File: config.mk
export PLATFORM = sky130hd
export DESIGN_NAME = stage_latency_stats_flat
export DESIGN_NICKNAME = d
export VERILOG_FILES = /design/src/rtl/stage_latency_stats_if.sv /design/src/rtl/stage_latency_stats.sv /design/src/flat_wrapper.sv
export SDC_FILE = /design/constraint.sdc
export NUM_CORES = 1
export LEC_CHECK = 0
export BUFFER_PORTS_ARGS = -buffer_cell sky130_fd_sc_hd__buf_2
export CORE_MARGIN = 2
export CORE_UTILIZATION = 30
export CTS_CLUSTER_DIAMETER = 60
export DETAILED_ROUTE_END_ITERATION = 10
export GPL_TIMING_DRIVEN = 0
export PLACE_DENSITY = 0.5
export SYNTH_ARGS = -nofsm -noshare
export SYNTH_HDL_FRONTEND = slang
export SYNTH_SLANG_ARGS = --single-unit
File: constraint.sdc
create_clock -name clk -period 4.27 [get_ports clk]
set_input_delay 0.2135 -clock clk [delete_from_list [all_inputs] [get_ports clk]]
set_output_delay 0.2135 -clock clk [all_outputs]
set_load 0.02 [all_outputs]
File: src/rtl/stage_latency_stats_if.sv
// Sample input and snapshot readout bundle for one stage_latency_stats instance.
// master = the stats block (drives snap_*), slave = sample producer / snapshot consumer.
interface stage_latency_stats_if #(
    parameter int WIDTH      = 32,
    parameter int CNT_WIDTH  = 32,
    parameter int SUM_WIDTH  = 48,
    parameter int HIST_BINS  = 8,
    parameter int HIST_WIDTH = 16
);
    logic                            sample_valid;
    logic [WIDTH-1:0]                sample_cycles;
    logic                            snap_req;
    logic                            snap_clear;
    logic                            snap_valid;
    logic                            snap_ready;
    logic [CNT_WIDTH-1:0]            snap_count;
    logic [SUM_WIDTH-1:0]            snap_sum;
    logic [WIDTH-1:0]                snap_min;
    logic [WIDTH-1:0]                snap_max;
    logic                            snap_sat;
    logic [HIST_BINS*HIST_WIDTH-1:0] snap_hist;

    modport master (
        input  sample_valid, sample_cycles, snap_req, snap_clear, snap_ready,
        output snap_valid, snap_count, snap_sum, snap_min, snap_max, snap_sat, snap_hist
    );

    modport slave (
        output sample_valid, sample_cycles, snap_req, snap_clear, snap_ready,
        input  snap_valid, snap_count, snap_sum, snap_min, snap_max, snap_sat, snap_hist
    );
endinterface

File: src/rtl/stage_latency_stats.sv
// Per-stage latency window (count/sum/min/max, log2 histogram when STAGE_LAT_HIST_EN); snapshot valid 1 cycle after snap_req.
// Snapshot held until snap_ready; snap_req ignored while held, live accumulation never stalls.
module stage_latency_stats #(
    parameter int WIDTH      = 32,
    parameter int CNT_WIDTH  = 32,
    parameter int SUM_WIDTH  = 48,
    parameter int HIST_BINS  = 8,
    parameter int HIST_WIDTH = 16
) (
    input logic                   clk,
    input logic                   rst,
    stage_latency_stats_if.master bus
);
    typedef enum logic {IDLE = 1'b0, HOLD = 1'b1} state_t;
    state_t state, state_nxt;

    logic [CNT_WIDTH-1:0] live_count, acc_count, snap_count_r;
    logic [SUM_WIDTH-1:0] live_sum, acc_sum, snap_sum_r;
    logic [WIDTH-1:0]     live_min, acc_min, snap_min_r;
    logic [WIDTH-1:0]     live_max, acc_max, snap_max_r;
    logic                 live_sat, acc_sat, snap_sat_r, hist_ovf;
    logic [CNT_WIDTH:0]   count_inc;
    logic [SUM_WIDTH:0]   sum_inc;
    logic                 capture, clear_live;

    assign capture    = (state == IDLE) && bus.snap_req;
    assign clear_live = capture && bus.snap_clear;

    // acc_* is the window including this cycle's sample; it feeds both the live and snapshot registers
    always_comb begin
        count_inc = {1'b0, live_count} + (CNT_WIDTH+1)'(1);
        sum_inc   = {1'b0, live_sum} + (SUM_WIDTH+1)'(bus.sample_cycles);
        acc_count = live_count;
        acc_sum   = live_sum;
        acc_min   = live_min;
        acc_max   = live_max;
        acc_sat   = live_sat;
        if (bus.sample_valid) begin
            acc_count = count_inc[CNT_WIDTH] ? '1 : count_inc[CNT_WIDTH-1:0];
            acc_sum   = sum_inc[SUM_WIDTH] ? '1 : sum_inc[SUM_WIDTH-1:0];
            if (bus.sample_cycles < live_min) acc_min = bus.sample_cycles;
            if (bus.sample_cycles > live_max) acc_max = bus.sample_cycles;
            acc_sat = live_sat | count_inc[CNT_WIDTH] | sum_inc[SUM_WIDTH] | hist_ovf;
        end
    end

    always_ff @(posedge clk) begin
        if (rst || clear_live) begin
            live_count <= '0;
            live_sum   <= '0;
            live_min   <= '1;
            live_max   <= '0;
            live_sat   <= 1'b0;
        end else begin
            live_count <= acc_count;
            live_sum   <= acc_sum;
            live_min   <= acc_min;
            live_max   <= acc_max;
            live_sat   <= acc_sat;
        end
    end

    always_ff @(posedge clk) begin
        if (rst) begin
            snap_count_r <= '0;
            snap_sum_r   <= '0;
            snap_min_r   <= '1;
            snap_max_r   <= '0;
            snap_sat_r   <= 1'b0;
        end else if (capture) begin
            snap_count_r <= acc_count;
            snap_sum_r   <= acc_sum;
            snap_min_r   <= acc_min;
            snap_max_r   <= acc_max;
            snap_sat_r   <= acc_sat;
        end
    end

    assign bus.snap_count = snap_count_r;
    assign bus.snap_sum   = snap_sum_r;
    assign bus.snap_min   = snap_min_r;
    assign bus.snap_max   = snap_max_r;
    assign bus.snap_sat   = snap_sat_r;

    always_ff @(posedge clk) begin
        if (rst) state <= IDLE;
        else     state <= state_nxt;
    end

    always_comb begin
        state_nxt = state;
        case (state)
            IDLE: if (bus.snap_req)   state_nxt = HOLD;
            HOLD: if (bus.snap_ready) state_nxt = IDLE;
            default: state_nxt = IDLE;
        endcase
    end

    always_comb begin
        bus.snap_valid = (state == HOLD);
    end

`ifdef STAGE_LAT_HIST_EN
    localparam int IDX_W = $clog2(HIST_BINS);

    logic [HIST_WIDTH-1:0]           live_bin [HIST_BINS];
    logic [HIST_WIDTH-1:0]           acc_bin  [HIST_BINS];
    logic [IDX_W-1:0]                bin_idx;
    logic [HIST_BINS*HIST_WIDTH-1:0] snap_hist_r;

    // highest power of two not exceeding the sample; 0 and 1 share bin 0, top bin is open-ended
    always_comb begin
        bin_idx = '0;
        for (int k = 1; k < HIST_BINS; k++) begin
            if (bus.sample_cycles >= (WIDTH'(1) << k)) bin_idx = IDX_W'(k);
        end
    end

    always_comb begin
        hist_ovf = 1'b0;
        for (int b = 0; b < HIST_BINS; b++) begin
            acc_bin[b] = live_bin[b];
            if (bus.sample_valid && (bin_idx == IDX_W'(b))) begin
                if (&live_bin[b]) hist_ovf = 1'b1;
                else              acc_bin[b] = live_bin[b] + HIST_WIDTH'(1);
            end
        end
    end

    always_ff @(posedge clk) begin
        for (int b = 0; b < HIST_BINS; b++) begin
            if (rst || clear_live) live_bin[b] <= '0;
            else                   live_bin[b] <= acc_bin[b];
        end
    end

    always_ff @(posedge clk) begin
        if (rst) begin
            snap_hist_r <= '0;
        end else if (capture) begin
            for (int b = 0; b < HIST_BINS; b++) snap_hist_r[b*HIST_WIDTH +: HIST_WIDTH] <= acc_bin[b];
        end
    end

    assign bus.snap_hist = snap_hist_r;
`else
    assign hist_ovf      = 1'b0;
    assign bus.snap_hist = {(HIST_BINS*HIST_WIDTH){1'b0}};
`endif
endmodule

File: src/flat_wrapper.sv
// flat-port wrapper written by rule: the top's interface ports become plain ports
module stage_latency_stats_flat 
#(
    parameter int WIDTH      = 32,
    parameter int CNT_WIDTH  = 32,
    parameter int SUM_WIDTH  = 48,
    parameter int HIST_BINS  = 8,
    parameter int HIST_WIDTH = 16
)
  (clk, rst, bus_sample_valid, bus_sample_cycles, bus_snap_req, bus_snap_clear, bus_snap_ready, bus_snap_valid, bus_snap_count, bus_snap_sum, bus_snap_min, bus_snap_max, bus_snap_sat, bus_snap_hist);
  stage_latency_stats_if #(.WIDTH(WIDTH), .CNT_WIDTH(CNT_WIDTH), .SUM_WIDTH(SUM_WIDTH), .HIST_BINS(HIST_BINS), .HIST_WIDTH(HIST_WIDTH)) bus_i ();
  input logic clk;
  input logic rst;
  input wire logic [$bits(bus_i.sample_valid)-1:0] bus_sample_valid;
  input wire logic [$bits(bus_i.sample_cycles)-1:0] bus_sample_cycles;
  input wire logic [$bits(bus_i.snap_req)-1:0] bus_snap_req;
  input wire logic [$bits(bus_i.snap_clear)-1:0] bus_snap_clear;
  input wire logic [$bits(bus_i.snap_ready)-1:0] bus_snap_ready;
  output wire logic [$bits(bus_i.snap_valid)-1:0] bus_snap_valid;
  output wire logic [$bits(bus_i.snap_count)-1:0] bus_snap_count;
  output wire logic [$bits(bus_i.snap_sum)-1:0] bus_snap_sum;
  output wire logic [$bits(bus_i.snap_min)-1:0] bus_snap_min;
  output wire logic [$bits(bus_i.snap_max)-1:0] bus_snap_max;
  output wire logic [$bits(bus_i.snap_sat)-1:0] bus_snap_sat;
  output wire logic [$bits(bus_i.snap_hist)-1:0] bus_snap_hist;
  assign bus_i.sample_valid = bus_sample_valid;
  assign bus_i.sample_cycles = bus_sample_cycles;
  assign bus_i.snap_req = bus_snap_req;
  assign bus_i.snap_clear = bus_snap_clear;
  assign bus_i.snap_ready = bus_snap_ready;
  assign bus_snap_valid = bus_i.snap_valid;
  assign bus_snap_count = bus_i.snap_count;
  assign bus_snap_sum = bus_i.snap_sum;
  assign bus_snap_min = bus_i.snap_min;
  assign bus_snap_max = bus_i.snap_max;
  assign bus_snap_sat = bus_i.snap_sat;
  assign bus_snap_hist = bus_i.snap_hist;
  stage_latency_stats #(.WIDTH(WIDTH), .CNT_WIDTH(CNT_WIDTH), .SUM_WIDTH(SUM_WIDTH), .HIST_BINS(HIST_BINS), .HIST_WIDTH(HIST_WIDTH)) u_core (.clk(clk), .rst(rst), .bus(bus_i));
endmodule
Word-level counts from Yosys, hierarchy flattened. Index checks and enable logic that the tools add are counted.

Add/sub/neg operators: 2. $lt $le $gt $ge: 2. Multiplexer cells: 12. Bitwise logic cells: 3. Reductions and logical operators: 3.

Operators with widths (number): $mux W32 (6); $mux W48 (2); $add A48 B32 Y49 (1); $add A32 B1 Y33 const B (1); $gt A32 B32 Y1 (1); $lt A32 B32 Y1 (1); $mux W1 (3); $logic_and A1 B1 Y1 (2); $or A1 B1 Y1 (2); $pmux W1 S2 (1); $logic_or A1 B1 Y1 (1); $not A1 Y1 (1).

Register bits: 291. Input bits: 38. Output and inout port bits: 274. Word-level logic and storage cells: 33.

Depth between registers and ports, before layout.
Depth in word-level cells: 4. Gate-level depth with buffers: 13. Depth with buffers taken out: 11.

Least setup slack after synthesis. OpenSTA, ideal clock, no wires.

Kind: register to register. Start: register u_core.live_sum[18]. End: register u_core.snap_sum_r[44], in the netlist u_core.bus.snap_sum[44]. Setup time: 0.086 ns. Arrival time: 2.680 ns. Data required time: 4.184 ns. Slack: 1.504 ns. Stages on the path, launching flop included: 13. Buffers on the path: 2. Path through: dfxtp_1 > ha_1 > buf_2 > nand2_1 > nor4_2 > nand2_1 > a2111o_1 > a311oi_4 > and2_1 > buf_2 > nand4_1 > mux2i_1 > a211oi_1.

Longest elaborated chain between the ends: 3.

Ends and longest elaborated chain: from (decl) (RTL line stage_latency_stats.sv:18) `logic [SUM_WIDTH-1:0] live_sum, acc_sum, snap_sum_r;`; from (signal assigned) (RTL line stage_latency_stats.sv:56) `live_sum <= acc_sum;`; $add A48 B32 Y49 (RTL line stage_latency_stats.sv:32) `sum_inc = {1'b0, live_sum} + (SUM_WIDTH+1)'(bus.sample_cycles);`; $mux W48 (RTL line stage_latency_stats.sv:40) `acc_sum = sum_inc[SUM_WIDTH] ? '1 : sum_inc[SUM_WIDTH-1:0];`; $mux W48 (RTL line stage_latency_stats.sv:38) `if (bus.sample_valid) begin`; to (signal assigned) (RTL line stage_latency_stats.sv:72) `snap_sum_r <= acc_sum;`; to (decl) (RTL line stage_latency_stats.sv:18).

Every way passes these cells. A chain may end at the register's enable or synchronous reset.

Final worst setup path.
Start: register u_core.live_min[25]. End: register u_core.live_min[25].

Longest elaborated chain between the ends: 3.

Ends and longest elaborated chain: from (decl) (RTL line stage_latency_stats.sv:19) `logic [WIDTH-1:0] live_min, acc_min, snap_min_r;`; from (signal assigned) (RTL line stage_latency_stats.sv:57) `live_min <= acc_min;`; $lt A32 B32 Y1 (RTL line stage_latency_stats.sv:41) `if (bus.sample_cycles < live_min) acc_min = bus.sample_cycles;`; $mux W32 (RTL line stage_latency_stats.sv:41); $mux W32 (*) (RTL line stage_latency_stats.sv:38).

Every way passes the cells marked *; elsewhere a longest branch is shown, timed or not.

==> results.py <==
metrics = {
    "layout": {
        "final_core_utilization_pct": 37.6,
        "post_layout_nets": 2313,
        "postLayoutCellArea_um2": 18800,
        "drive_gt1_share_pct": 18.0,
        "final_instance_count_excl_fillers": 2879,
        "area_growth_pct": 24.0,
        "antenna_cells": 0,
    },
    "yosys": {
        "synth_warnings": 0,
        "yosys.area.top_type": "dfxtp_1",
        "postSynth.topFlopCell": "dfxtp_1",
        "synth_enable_flop_cells": 0,
        "synthCells": 1821,
        "synth_sequential_area_ratio_pct": 38.4,
        "yosys-top-cells-count": "dfxtp_1 (291), nor2_1 (253), buf_4 (128)",
        "synth_area_um2": 15200,
        "synth_top_area_share_pct": 38.4,
        "post-synth-top-count-cell": "dfxtp_1",
        "synth_area_per_cell_um2": 8.33,
        "async_reset_ff_share_pct": 0,
        "yosys.cell_types.count": 59,
        "postSynthRegisterBits": 291,
        "synthTopCellsByArea": "dfxtp_1 (38%), ha_1 (7.9%), buf_4 (6.3%)",
    },
    "worst_setup_path": {
        "worst_setup_path_end_kind": "register",
        "critical_path.top_delay_family": "compound AO/OA/AOI/OAI gates",
        "worst_r2r_startpoint": "u_core.live_min[25]$_SDFF_PP1_",
        "timing.critical_path.cells": "inv_1 > ha_1 > a21o_1 > a21o_1 > a21oi_1 > nor2_1 > a2111oi_0 > o21ai_0 > nand2_1 > clkbuf_1 > buf_1 > a21oi_1 > o21ai_0",
        "cp-start-kind": "register",
        "setup.worst_path.class": "reg2reg",
        "worst_ep_required_time_ns": 4.73,
        "worst-r2r-setup-slack_ns": 0.53,
        "cp_max_fo": 10,
        "critical_path.max_stage_delay_ns": 0.69,
        "cp.arrival_ns": 4.21,
        "worst_r2r_path_depth": 13,
        "critical_path.reg2reg.endpoint": "u_core.live_min[25]$_SDFF_PP1_",
        "critPathSlowestCell": "a2111oi_0",
        "path_buf_inv": 3,
    },
    "timing": {
        "finalHoldViolCount": 0,
        "worst-slew-pin-transition_ns": 1.19,
        "period_share_pct": 87.6,
        "final.setup_skew_ns": 0.0358,
        "setup_viol_count_final": 0,
        "report.final.slew_viol_count": 0,
        "grt_setup_unrepaired": "false",
        "relSlewSlack_pct": 20.6,
        "timing.fmax_mhz": 267,
        "sum_of_negative_setup_slack_ns": 0,
        "min_period_ns": 3.74,
        "hold_ws_ns": 0.0145,
        "postLayoutSetupSlackWorst_ns": 0.528,
    },
    "cts": {
        "clock_buffer_count_from_cts": 38,
        "cts_num_sinks": 291,
        "clkSlewWorstSetupHoldPaths_ns": 0.06,
        "cts_tree": "yes",
        "clock_tree.root_cell": "clkbuf_16",
        "clock_tree.buffer_depth": 3,
        "htreeDepth": 2,
        "postCtsHoldBufs": 8,
        "post_cts_resize_count": 0,
        "post-cts-setup-buffers": 0,
        "clock_insertion_delay_worst_skew_ns": 0.57,
    },
    "drt": {
        "drc": 0,
        "vias_per_cell": 4.88,
        "drtPass1Iterations": 5,
        "wirelength_um": 51100,
        "drt_iter0_markers": 801,
        "total_number_of_vias": 14000,
        "postRouteAntennaNets": 0,
        "avgRoutedWirePerCell_um": 17.8,
    },
    "floorplanning": {
        "die_width_um": 229,
        "floorplan.initialDensity_pct": 30.3,
        "fp-row-count": 82,
        "ioPinCount": 312,
        "core_um2": 50100,
        "fp.dieH_um": 229,
        "dieArea_um2": 52400,
    },
    "hold_path": {
        "hold_class": "in2reg",
        "worst_hold_start": "bus_sample_cycles[15]",
        "worstHoldEndpoint": "u_core.live_min[15]$_SDFF_PP1_",
        "worstHoldPathCells": 3,
    },
    "global_route": {
        "antenna_found_initial": 2,
        "grt_first_pass_wirelength_um": 77300,
        "grt_usage_pct": 18.9,
        "grt_pass1_vias": 13200,
        "gr-total-overflow": 0,
        "grt_start_max_net_pins": 13,
    },
    "placed_design": {
        "port_buffers": 182,
        "post_dp_cell_area_um2": 17400,
        "dpl.cell_count": 2802,
        "gp_congestion": 0.890,
        "detailedPlace.worstSlack_ns": 0.563,
        "hpwlAfterDp_um": 39500,
    },
    "power_and_ir_drop": {
        "power.density_cell_area_nw_per_um2": 439,
        "ir_worst_vdd_mv": 0.223,
        "report.power.total_mw": 8.27,
        "cellLeakagePower_nw": 8.31,
    },
    "run_status": {
        "status": "finished clean",
    },
    "flow_run": {
        "drv_cap": 0,
    },
}
==> layout by cell type, fill, tap and decap left out, types with 5 or more instances in the layout <==
| master | netlist | layout |
|---|---|---|
| a211oi_1 | 78 | 78 |
| a21o_1 | 38 | 38 |
| a21oi_1 | 113 | 113 |
| a31oi_1 | 6 | 6 |
| and2_1 | 6 | 6 |
| and3_1 | 9 | 9 |
| and4_1 | 9 | 9 |
| buf_1 | 8 | 8 |
| buf_2 | 11 | 193 |
| buf_4 | 128 | 128 |
| clkbuf_1 | 97 | 99 |
| clkbuf_16 | 0 | 39 |
| clkbuf_8 | 0 | 9 |
| clkinv_2 | 0 | 8 |
| conb_1 | 1 | 128 |
| dfxtp_1 | 291 | 291 |
| dlygate4sd3_1 | 0 | 8 |
| ha_1 | 96 | 96 |
| inv_1 | 77 | 77 |
| mux2i_1 | 38 | 38 |
| nand2_1 | 71 | 71 |
| nand2b_1 | 11 | 11 |
| nand3_1 | 24 | 24 |
| nand3b_1 | 17 | 17 |
| nand4_1 | 26 | 26 |
| nor2_1 | 253 | 253 |
| nor2b_1 | 9 | 9 |
| nor3_1 | 83 | 83 |
| nor4_1 | 66 | 66 |
| o211ai_1 | 11 | 11 |
| o21a_1 | 6 | 6 |
| o21ai_0 | 84 | 84 |
| o21bai_1 | 6 | 6 |
| o221ai_1 | 5 | 5 |
| o22ai_1 | 23 | 23 |
| or3_1 | 13 | 13 |
| xnor2_1 | 45 | 45 |
| xor2_1 | 16 | 16 |
==> area by class of cell <==
| cell class | instances | area, um^2 |
|---|---|---|
| sequential | 291 | 5830 |
| fill | 5321 | 31300 |
| clock inverter | 19 | 231 |
| clock buffer | 50 | 1110 |
| buffer | 244 | 1410 |
| tap | 672 | 841 |
| multi-input combinational | 1336 | 8120 |
| timing repair buffer | 190 | 991 |
| inverter | 77 | 289 |
==> worst max path at each step <==
stage | end | slack, ns | cells past startpoint | start
global placement | u_core.live_min[21]$_SDFF_PP1_ | 0.63 | 13 | bus_sample_cycles[25]
finish | u_core.live_min[25]$_SDFF_PP1_ | 0.53 | 13 | u_core.live_min[25]$_SDFF_PP1_
CTS | u_core.live_min[24]$_SDFF_PP1_ | 0.59 | 13 | u_core.live_min[25]$_SDFF_PP1_
global route | u_core.live_min[26]$_SDFF_PP1_ | 0.32 | 13 | u_core.live_min[25]$_SDFF_PP1_
detailed placement | u_core.live_min[25]$_SDFF_PP1_ | 0.56 | 13 | bus_sample_cycles[25]
floorplan | u_core.bus.snap_sum[44]$_SDFFE_PP0P_ | 1.50 | 12 | u_core.live_sum[18]$_SDFF_PP0_
==> state kept, by name, indices dropped and copies added, names as in the netlist <==
signal and flops:
u_core.bus.snap_count 32, u_core.bus.snap_max 32, u_core.bus.snap_min 32, u_core.bus.snap_sat 1, u_core.bus.snap_sum 48, u_core.bus.snap_valid 1
u_core.live_count 32, u_core.live_max 32, u_core.live_min 32, u_core.live_sat 1, u_core.live_sum 48
==> layer usage <==
layer  global-route usage, %  share of wire, %  vias to the layer above
met5                       0             0.025                        -
met2                    31.7                47                      417
met4                    7.77               4.1                        2
li1                        -                 -                     6933
met3                    3.48               5.6                      112
met1                    23.9                44                     6574
==> cells by family after synthesis <==
family	share of synthesized area, %
AOI/OAI and AO/OA	17.3
xor gates and xnor gates	3.52
adders and majority gates	8.05
buffers and inverters	11.2
DFF	38.4
muxes	2.51
other	0.0247
and+or+nand+nor	18.9
==> where the power goes <==
part           leakage (nW)  internal (mW)  switching [mW]
clock                 0.668           2.09            1.32
sequential             2.39           2.92           0.130
combinational          5.26          0.621            1.19
total                  8.31           5.63            2.64
==> worst register-to-register path: cells and delay by family, from the launching register on <==
family	cells	cell delay, ns
compound gates	7	1.85
buf+inv	3	0.91
flops	1	0.36
fa+ha+maj	1	0.30
simple gates	2	0.27
No activity file was read; power rests on OpenSTA's default activity.
